$ cat src/rtl/if_id_stage_pkg.sv
// Shared constants and source-register decode helper for the IF/ID stage.
package if_id_stage_pkg;

    // RV32 major opcodes that affect which source registers an instruction reads
    localparam logic [6:0] OP_LUI   = 7'b0110111;
    localparam logic [6:0] OP_AUIPC = 7'b0010111;
    localparam logic [6:0] OP_JAL   = 7'b1101111;
    localparam logic [6:0] OP_R     = 7'b0110011;
    localparam logic [6:0] OP_S     = 7'b0100011;
    localparam logic [6:0] OP_B     = 7'b1100011;

    // Bubble encoding placed in the IF/ID latch on reset and squash
    localparam logic [31:0] NOP_IR_ENC = 32'h0000_0000;

    // Sequential fetch increment
    localparam logic [31:0] PC_STEP = 32'd4;

    // Source operands of an instruction and whether each one is really read
    typedef struct packed {
        logic [4:0] rs1;
        logic [4:0] rs2;
        logic       use_rs1;
        logic       use_rs2;
    } src_decode_t;

    // Decode which register fields an instruction actually reads
    function automatic src_decode_t decode_sources(input logic [31:0] ir);
        src_decode_t d;
        d.rs1 = ir[19:15];
        d.rs2 = ir[24:20];
        case (ir[6:0])
            OP_LUI, OP_AUIPC, OP_JAL: d.use_rs1 = 1'b0;
            default:                  d.use_rs1 = 1'b1;
        endcase
        case (ir[6:0])
            OP_R, OP_S, OP_B: d.use_rs2 = 1'b1;
            default:          d.use_rs2 = 1'b0;
        endcase
        return d;
    endfunction

endpackage

$ cat src/rtl/if_id_stage_hazard_detect.sv
// Combinational RAW hazard detection between the instruction in ID and the
// destination registers of the instructions currently in EX and MEM.
module hazard_detect
    import if_id_stage_pkg::*;
(
    input  logic [31:0] ir,
    input  logic        valid,
    input  logic [4:0]  ex_rd,
    input  logic        ex_regwrite,
    input  logic [4:0]  mem_rd,
    input  logic        mem_regwrite,
    output logic        hazard
);

    src_decode_t src_s;
    logic        ex_hit_s;
    logic        mem_hit_s;

    // Compare the used source registers against nonzero in-flight destinations
    always_comb begin
        src_s     = decode_sources(ir);
        ex_hit_s  = 1'b0;
        mem_hit_s = 1'b0;
        if (ex_regwrite && (ex_rd != 5'd0)) begin
            ex_hit_s = (src_s.use_rs1 && (src_s.rs1 == ex_rd)) ||
                       (src_s.use_rs2 && (src_s.rs2 == ex_rd));
        end else begin
            ex_hit_s = 1'b0;
        end
        if (mem_regwrite && (mem_rd != 5'd0)) begin
            mem_hit_s = (src_s.use_rs1 && (src_s.rs1 == mem_rd)) ||
                        (src_s.use_rs2 && (src_s.rs2 == mem_rd));
        end else begin
            mem_hit_s = 1'b0;
        end
        hazard = valid && (ex_hit_s || mem_hit_s);
    end

endmodule

$ cat src/rtl/if_id_stage.sv
// Instruction-fetch stage and IF/ID pipeline latch: PC register, sequential
// fetch, redirect on taken branch/jump, RAW stall, and saturating counters.
module if_id_stage
    import if_id_stage_pkg::*;
#(
    parameter logic [31:0] RESET_PC = 32'h0000_0000,
    parameter logic [31:0] NOP_IR   = NOP_IR_ENC,
    parameter int          CNT_W    = 32
) (
    input  logic             clk,
    input  logic             rst,
    input  logic [31:0]      inst_in,
    output logic [31:0]      IF_PC,
    output logic [31:0]      ID_IR,
    output logic [31:0]      ID_PCurrent,
    output logic             ID_valid,
    input  logic [4:0]       EX_rd,
    input  logic             EX_RegWrite,
    input  logic [4:0]       MEM_rd,
    input  logic             MEM_RegWrite,
    input  logic             redirect,
    input  logic [31:0]      redirect_pc,
    output logic             Data_stall,
    output logic             ctrl_flush,
    output logic [CNT_W-1:0] cnt_stall,
    output logic [CNT_W-1:0] cnt_flush
);

    localparam logic [CNT_W-1:0] CNT_MAX = {CNT_W{1'b1}};
    localparam logic [CNT_W-1:0] CNT_ONE = {{(CNT_W-1){1'b0}}, 1'b1};

    logic [31:0]      pc_r;
    logic [31:0]      ir_r;
    logic [31:0]      pcur_r;
    logic             valid_r;
    logic [CNT_W-1:0] cnt_stall_r;
    logic [CNT_W-1:0] cnt_flush_r;

    logic             hazard_s;
    logic             stall_s;
    logic [31:0]      pc_plus_s;
    logic [31:0]      target_s;
    logic             unused_pc_low_s;

    hazard_detect u_hazard (
        .ir           (ir_r),
        .valid        (valid_r),
        .ex_rd        (EX_rd),
        .ex_regwrite  (EX_RegWrite),
        .mem_rd       (MEM_rd),
        .mem_regwrite (MEM_RegWrite),
        .hazard       (hazard_s)
    );

    // Stall only when not redirecting; a redirect squashes the hazarding instruction
    always_comb begin
        stall_s   = hazard_s && !redirect;
        pc_plus_s = pc_r + PC_STEP;
        target_s  = {redirect_pc[31:2], 2'b00};
    end

    // Low target bits are forced to word alignment and otherwise ignored
    assign unused_pc_low_s = ^redirect_pc[1:0];

    // PC and IF/ID latch update: reset > redirect > stall > sequential fetch
    always_ff @(posedge clk) begin
        if (rst) begin
            pc_r    <= RESET_PC;
            ir_r    <= NOP_IR;
            pcur_r  <= 32'h0000_0000;
            valid_r <= 1'b0;
        end else if (redirect) begin
            pc_r    <= target_s;
            ir_r    <= NOP_IR;
            pcur_r  <= pc_r;
            valid_r <= 1'b0;
        end else if (stall_s) begin
            pc_r    <= pc_r;
            ir_r    <= ir_r;
            pcur_r  <= pcur_r;
            valid_r <= valid_r;
        end else begin
            pc_r    <= pc_plus_s;
            ir_r    <= inst_in;
            pcur_r  <= pc_r;
            valid_r <= 1'b1;
        end
    end

    // Saturating stall and flush cycle counters
    always_ff @(posedge clk) begin
        if (rst) begin
            cnt_stall_r <= {CNT_W{1'b0}};
            cnt_flush_r <= {CNT_W{1'b0}};
        end else begin
            if (stall_s && (cnt_stall_r != CNT_MAX)) begin
                cnt_stall_r <= cnt_stall_r + CNT_ONE;
            end else begin
                cnt_stall_r <= cnt_stall_r;
            end
            if (redirect && (cnt_flush_r != CNT_MAX)) begin
                cnt_flush_r <= cnt_flush_r + CNT_ONE;
            end else begin
                cnt_flush_r <= cnt_flush_r;
            end
        end
    end

    assign IF_PC       = pc_r;
    assign ID_IR       = ir_r;
    assign ID_PCurrent = pcur_r;
    assign ID_valid    = valid_r;
    assign Data_stall  = stall_s;
    assign ctrl_flush  = redirect;
    assign cnt_stall   = cnt_stall_r;
    assign cnt_flush   = cnt_flush_r;

endmodule

$ cat config.mk
export PLATFORM = sky130hd
export DESIGN_NAME = if_id_stage
export DESIGN_NICKNAME = d
export VERILOG_FILES = /design/src/rtl/if_id_stage_pkg.sv /design/src/rtl/if_id_stage_hazard_detect.sv /design/src/rtl/if_id_stage.sv
export SDC_FILE = /design/constraint.sdc
export NUM_CORES = 1
export LEC_CHECK = 0
export CAP_MARGIN = 20
export CELL_PAD_IN_SITES_DETAIL_PLACEMENT = 1
export CELL_PAD_IN_SITES_GLOBAL_PLACEMENT = 2
export CORE_MARGIN = 2
export CORE_UTILIZATION = 29
export DETAILED_ROUTE_END_ITERATION = 7
export PLACE_DENSITY_LB_ADDON = 0.1
export SETUP_SLACK_MARGIN = 0.02
export SYNTH_ARGS = -nofsm -noshare
export SYNTH_HDL_FRONTEND = slang
export SYNTH_SLANG_ARGS = --single-unit
$ cat constraint.sdc
create_clock -name clk -period 7.7 [get_ports clk]
set_input_delay 1.925 -clock clk [delete_from_list [all_inputs] [get_ports clk]]
set_output_delay 1.925 -clock clk [all_outputs]
set_load 0.1 [all_outputs]
-- Word level (Yosys, flattened, before mapping)
Cells that the tools add are included.
- add/sub/neg operators: 3
- equality and inequality tests: 13
- muxes and demuxes: 8
- reduce and logical (&&, ||, !) cells: 19
- operator list (operator ; number):
    $mux 32 ; 4
    $add 32x1->32 const B ; 2
    $ne 32x32->1 const B ; 2
    $add 32x3->32 const B ; 1
    $eq 7x6->1 const B ; 3
    $eq 5x5->1 ; 4
    $eq 7x7->1 const B ; 2
    $logic_and 1x1->1 ; 10
    $reduce_bool 5->1 ; 2
    $eq 7x5->1 const B ; 1
    $reduce_or 3->1 ; 2
    $mux 1 ; 4
    $logic_or 1x1->1 ; 3
    $ne 2x2->1 const B ; 1
    $reduce_or 2->1 ; 1
    $logic_not 1->1 ; 1
- register bits after elaboration: 161
- input bits: 79
- output and inout bits: 163
- word-level logic and storage cells: 50

-- Longest topological paths before layout
- depth in word-level cells: 11
- mapped depth: 9
- depth with buffers taken out: 7

-- Modules after synthesis
A second synthesis with hierarchy kept.
- cell total of the unflattened synthesis: 884
- area, all modules: 7373.3 um2
- by module, submodules not included (module ; instances ; cells an instance ; area each (um2) ; seq. area each (um2)):
    if_id_stage ; 1 ; 841 ; 7065.5 ; 3143.0
    hazard_detect ; 1 ; 43 ; 307.8 ; 0.0

-- Worst setup path before layout
No wires, ideal clock.
- kind: input port to output port
- start point: in EX_rd[0]
- end point: out Data_stall
- data arrival time: 3.918 ns
- required time: 5.775 ns
- setup slack: 1.857 ns
- cell stages on the path: 7
- buffers on the path: 2
- cell sequence: or4_4 o21ai_4 nor4_4 o41ai_4 buf_2 buf_2 inv_1
- word-level cells in the longest chain between the ends: 7
- elaborated cells on any way between the ends: 11
- classes of those cells: eq/ne (2); mux (1); reduce/logical (8)
- RTL lines (what ; RTL line ; RTL):
    start: declaration ; if_id_stage.sv:17 ; input logic [4:0] EX_rd,
    $eq 5x5->1, on equally long branches ; if_id_stage_hazard_detect.sv:25, if_id_stage_hazard_detect.sv:26 ;
    $logic_and 1x1->1, on equally long branches ; if_id_stage_hazard_detect.sv:25, if_id_stage_hazard_detect.sv:26 ;
    $logic_or 1x1->1 ; if_id_stage_hazard_detect.sv:25 ; ex_hit_s = (src_s.use_rs1 && (src_s.rs1 == ex_rd)) ||
    $mux 1 * ; if_id_stage_hazard_detect.sv:24 ; if (ex_regwrite && (ex_rd != 5'd0)) begin
    $logic_or 1x1->1 * ; if_id_stage_hazard_detect.sv:36 ; hazard = valid && (ex_hit_s || mem_hit_s);
    $logic_and 1x1->1 * ; if_id_stage_hazard_detect.sv:36 ;
    $logic_and 1x1->1 * ; if_id_stage.sv:57 ; stall_s = hazard_s && !redirect;
    end: declaration ; if_id_stage.sv:23 ; output logic Data_stall,
Every way passes the cells marked *; elsewhere a longest branch is shown, timed or not.

-- Worst setup path after layout
- start point: in MEM_rd[0]
- end point: out Data_stall
- word-level cells in the longest chain between the ends: 7
- elaborated cells on any way between the ends: 11
- classes of those cells: eq/ne (2); mux (1); reduce/logical (8)
- RTL lines (what ; RTL line ; RTL):
    start: declaration ; if_id_stage.sv:19 ; input logic [4:0] MEM_rd,
    $eq 5x5->1, on equally long branches ; if_id_stage_hazard_detect.sv:31, if_id_stage_hazard_detect.sv:32 ;
    $logic_and 1x1->1, on equally long branches ; if_id_stage_hazard_detect.sv:31, if_id_stage_hazard_detect.sv:32 ;
    $logic_or 1x1->1 ; if_id_stage_hazard_detect.sv:31 ; mem_hit_s = (src_s.use_rs1 && (src_s.rs1 == mem_rd)) ||
    $mux 1 * ; if_id_stage_hazard_detect.sv:30 ; if (mem_regwrite && (mem_rd != 5'd0)) begin
    $logic_or 1x1->1 * ; if_id_stage_hazard_detect.sv:36 ;
    $logic_and 1x1->1 * ; if_id_stage_hazard_detect.sv:36 ;
    $logic_and 1x1->1 * ; if_id_stage.sv:57 ;
Marked as above.

==> summary.md <==
| Metric | Value |
|---|---|
| Fmax achieved | 0.170 GHz |
| CTS tree | done |
| WP data arrival | 3950 ps |
| Final Max Slew Viols | 0 |
| YS warnings | 0 |
| Total track usage | 19.7% |
| Final setup TNS | 0 ps |
| Final hold violation count | 0 |
| Detailed Routing Iterations Pass 1 | 5 |
| Master of the slowest instance on the critical path | or4_4 |
| CP required | 5780 ps |
| Final Cycle Share | 76.3% |
| Power Density | 192 mW/mm^2 |
| DR WL/cell | 18.4 um |
| Port bufs | 235 |
| Crit path kind | primary input to primary output |
| Num CTS Buffers | 17 |
| Register area share after synthesis | 38.3% |
| Finished Cell Area | 0.0113 sq mm |
| Seq cells post-synth | 157 |
| Die extent in y | 172 um |
| Placer Congestion | 0.753 |
| PostCTS Resize Cnt | 0 |
| Core area | 0.0279 sq mm |
| IO Pins | 242 |
| Half-perimeter wire length after placement | 20100 um |
| RSZ-0062 raised after global routing | false |
| Status | completed |
| Site row count | 61 |
| CP Buf/Inv Count | 3 |
| Starting DRC count in detailed routing | 409 |
| Clock slew at reported path FFs | 60 ps |
| Antenna violations before repair | 1 |
| H-tree depth | 4 |
| Largest net degree at the start of global routing | 80 |
| Area grow syn2layout | 38.1% |
| Total gr overflow | 0 |
| Final ANT Viol Nets | 0 |
| Final setup fails | 0 |
| Most used DFF post-synth | dfxtp_1 |
| Hold_buf cts | 0 |
| Min Tclk post-route | 5880 ps |
| Final Net Count | 1285 |
| DP Cell Count | 1562 |
| Clk Latency, worst-skew pair | 440 ps |
| Crit path max fanout | 4 |
| # Max-Cap Violations | 0 |
| Layout cells sized above 1 | 6.50% |
| Syn Std Cell Area | 0.00821 sq mm |
| Layout Skew | 21.3 ps |
| Vias per inst | 5.21 |
| Drc violations | 0 |
| Sink Count | 157 |
| Post-synthesis cell type count | 79 |
| Asr flop ratio synth | 0% |
| Vias in the first global route | 8244 |
| First-pass GRT wire length | 46100 um |
| Finished Layout Cells | 1595 |
| HP Class | flip-flop to flip-flop |
| # Post-CTS Setup Buffers | 0 |
| Post-synth EDFFs | 0 |
| Deepest clock path buffer count | 2 |
| Most frequent cells in the layout | clkdlybuf4s50_1, dfxtp_1, nand2_1 |
| Crit path largest cell delay | 570 ps |
| Dpl cell area | 0.0107 sq mm |
| Slew HR | 27.6% |
| Die area | 0.0297 sq mm |
| Worst setup EP type | primary output |
| Vias | 8311 |
| CTS root buffer | clkbuf_16 |
| Initial Util | 29.5% |
| Leak | 0.00392 uW |
| Worst Tran Pin Value | 1080 ps |
| Most common cell after layout, fill and taps aside | clkdlybuf4s50_1 |
| Drt total wl | 29400 um |
| CP startpoint kind | primary input |
| Syn_area_per_cell | 8.04 sq um |
| Critical Path, Cell by Cell | clkdlybuf4s50_1 -> or4_4 -> o21ai_4 -> nor4_2 -> o41ai_4 -> inv_1 -> buf_12 |
| Largest delay contributor family on the critical path | buffers and inverters |
| Die width | 172 um |
| Syn Inst Count | 1021 |
| Max rail drop VDD | 0.102 mV |
-- cell usage after synthesis (9+ instances only) --
cell type,n,area share [%]
a21oi_1,92,5.6
a31oi_1,15,1.1
and3_1,21,1.6
and4_1,14,1.5
buf_2,15,0.91
buf_4,9,0.82
clkbuf_1,54,2.5
dfxtp_1,157,38
inv_1,18,0.82
mux2_1,9,1.2
nand2_1,113,5.2
nand3_1,107,6.5
nand4_1,26,2.0
nor2_1,72,3.3
nor2b_1,11,0.84
nor3_1,24,1.5
nor4_1,26,2.0
o21ai_0,27,1.6
or3_1,16,1.2
xnor2_1,39,4.2
-- worst min-delay path: cells and delay by family, from the launching register on --
family / cells / cell delay, ps
flops: 1 / 310
compound gates: 1 / 50
simple gates: 1 / 60
-- final timing paths --
kind                   from             to  slack, ps  cells after the start
setup / recovery  MEM_rd[0]     Data_stall       1820                      7
hold / removal    ID_IR[25]      ID_IR[25]        460                      2
setup reg to reg   ID_IR[4]  cnt_stall[30]       4310                      8
hold reg to reg   ID_IR[25]      ID_IR[25]        460                      2
-- routing by layer --
metal / track usage, % / part of all wire (%) / wire [um] / vias to the layer above
li1: - / - / - / 4059
met1: 26.1 / 47 / 13800 / 4080
met2: 32.1 / 47 / 13700 / 150
met3: 5.24 / 5.1 / 1500 / 20
met4: 4.79 / 1.2 / 344 / 2
met5: 0 / 0.054 / 16 / -
-- final cells by class --
type / instances / area (sq um)
diodes: 1 / 2.50
clock inverters: 15 / 174
multi-input cells: 761 / 4610
clock buffers: 17 / 425
well taps: 378 / 473
repair buffers: 247 / 2440
flip-flops and latches: 157 / 3140
fillers: 3303 / 16500
inverters: 19 / 71.3
-- power by group --
group | switching [uW] | total, uW | internal, uW | leakage, uW
Combinational | 295 | 410 | 115 | 0.00235
Sequential | 36.5 | 875 | 838 | 0.00128
Clock | 396 | 887 | 491 | 0.000294
-- flip-flops by register name (all words and copies together), names as in the netlist --
| name | flops |
|---|---|
| cnt_stall | 32 |
| cnt_flush | 32 |
| IF_PC | 30 |
| ID_PCurrent | 30 |
| ID_IR | 32 |
| ID_valid | 1 |
-- through the flow --
| step | hold slack (ps) | power [uW] | worst slack [ps] | utilization [%] |
|---|---|---|---|---|
| 3_3_place_gp | 449 | 1300 | 1830 | 38.5 |
| 2_1_floorplan | 902 | 1180 | 1860 | - |
| 4_1_cts | 466 | 2210 | 1810 | 40.7 |
| 3_5_place_dp | 456 | 1310 | 1820 | 38.5 |
| 5_1_grt | 479 | 2270 | 1730 | 40.7 |
| 6_report | 463 | 2170 | 1820 | 40.7 |
-- logic make-up after synthesis --
kind of cell	after synthesis	synth area share, %
XOR/XNOR	46	4.91
other	1	0.0457
multiplexers	22	2.96
adder cells (fa/ha/maj)	3	0.457
AO/OA/AOI/OAI	213	17.6
buffers and inverters	106	5.76
flip-flops	157	38.3
AND/OR/NAND/NOR	473	30.0
No activity file was read; power rests on OpenSTA's default activity.
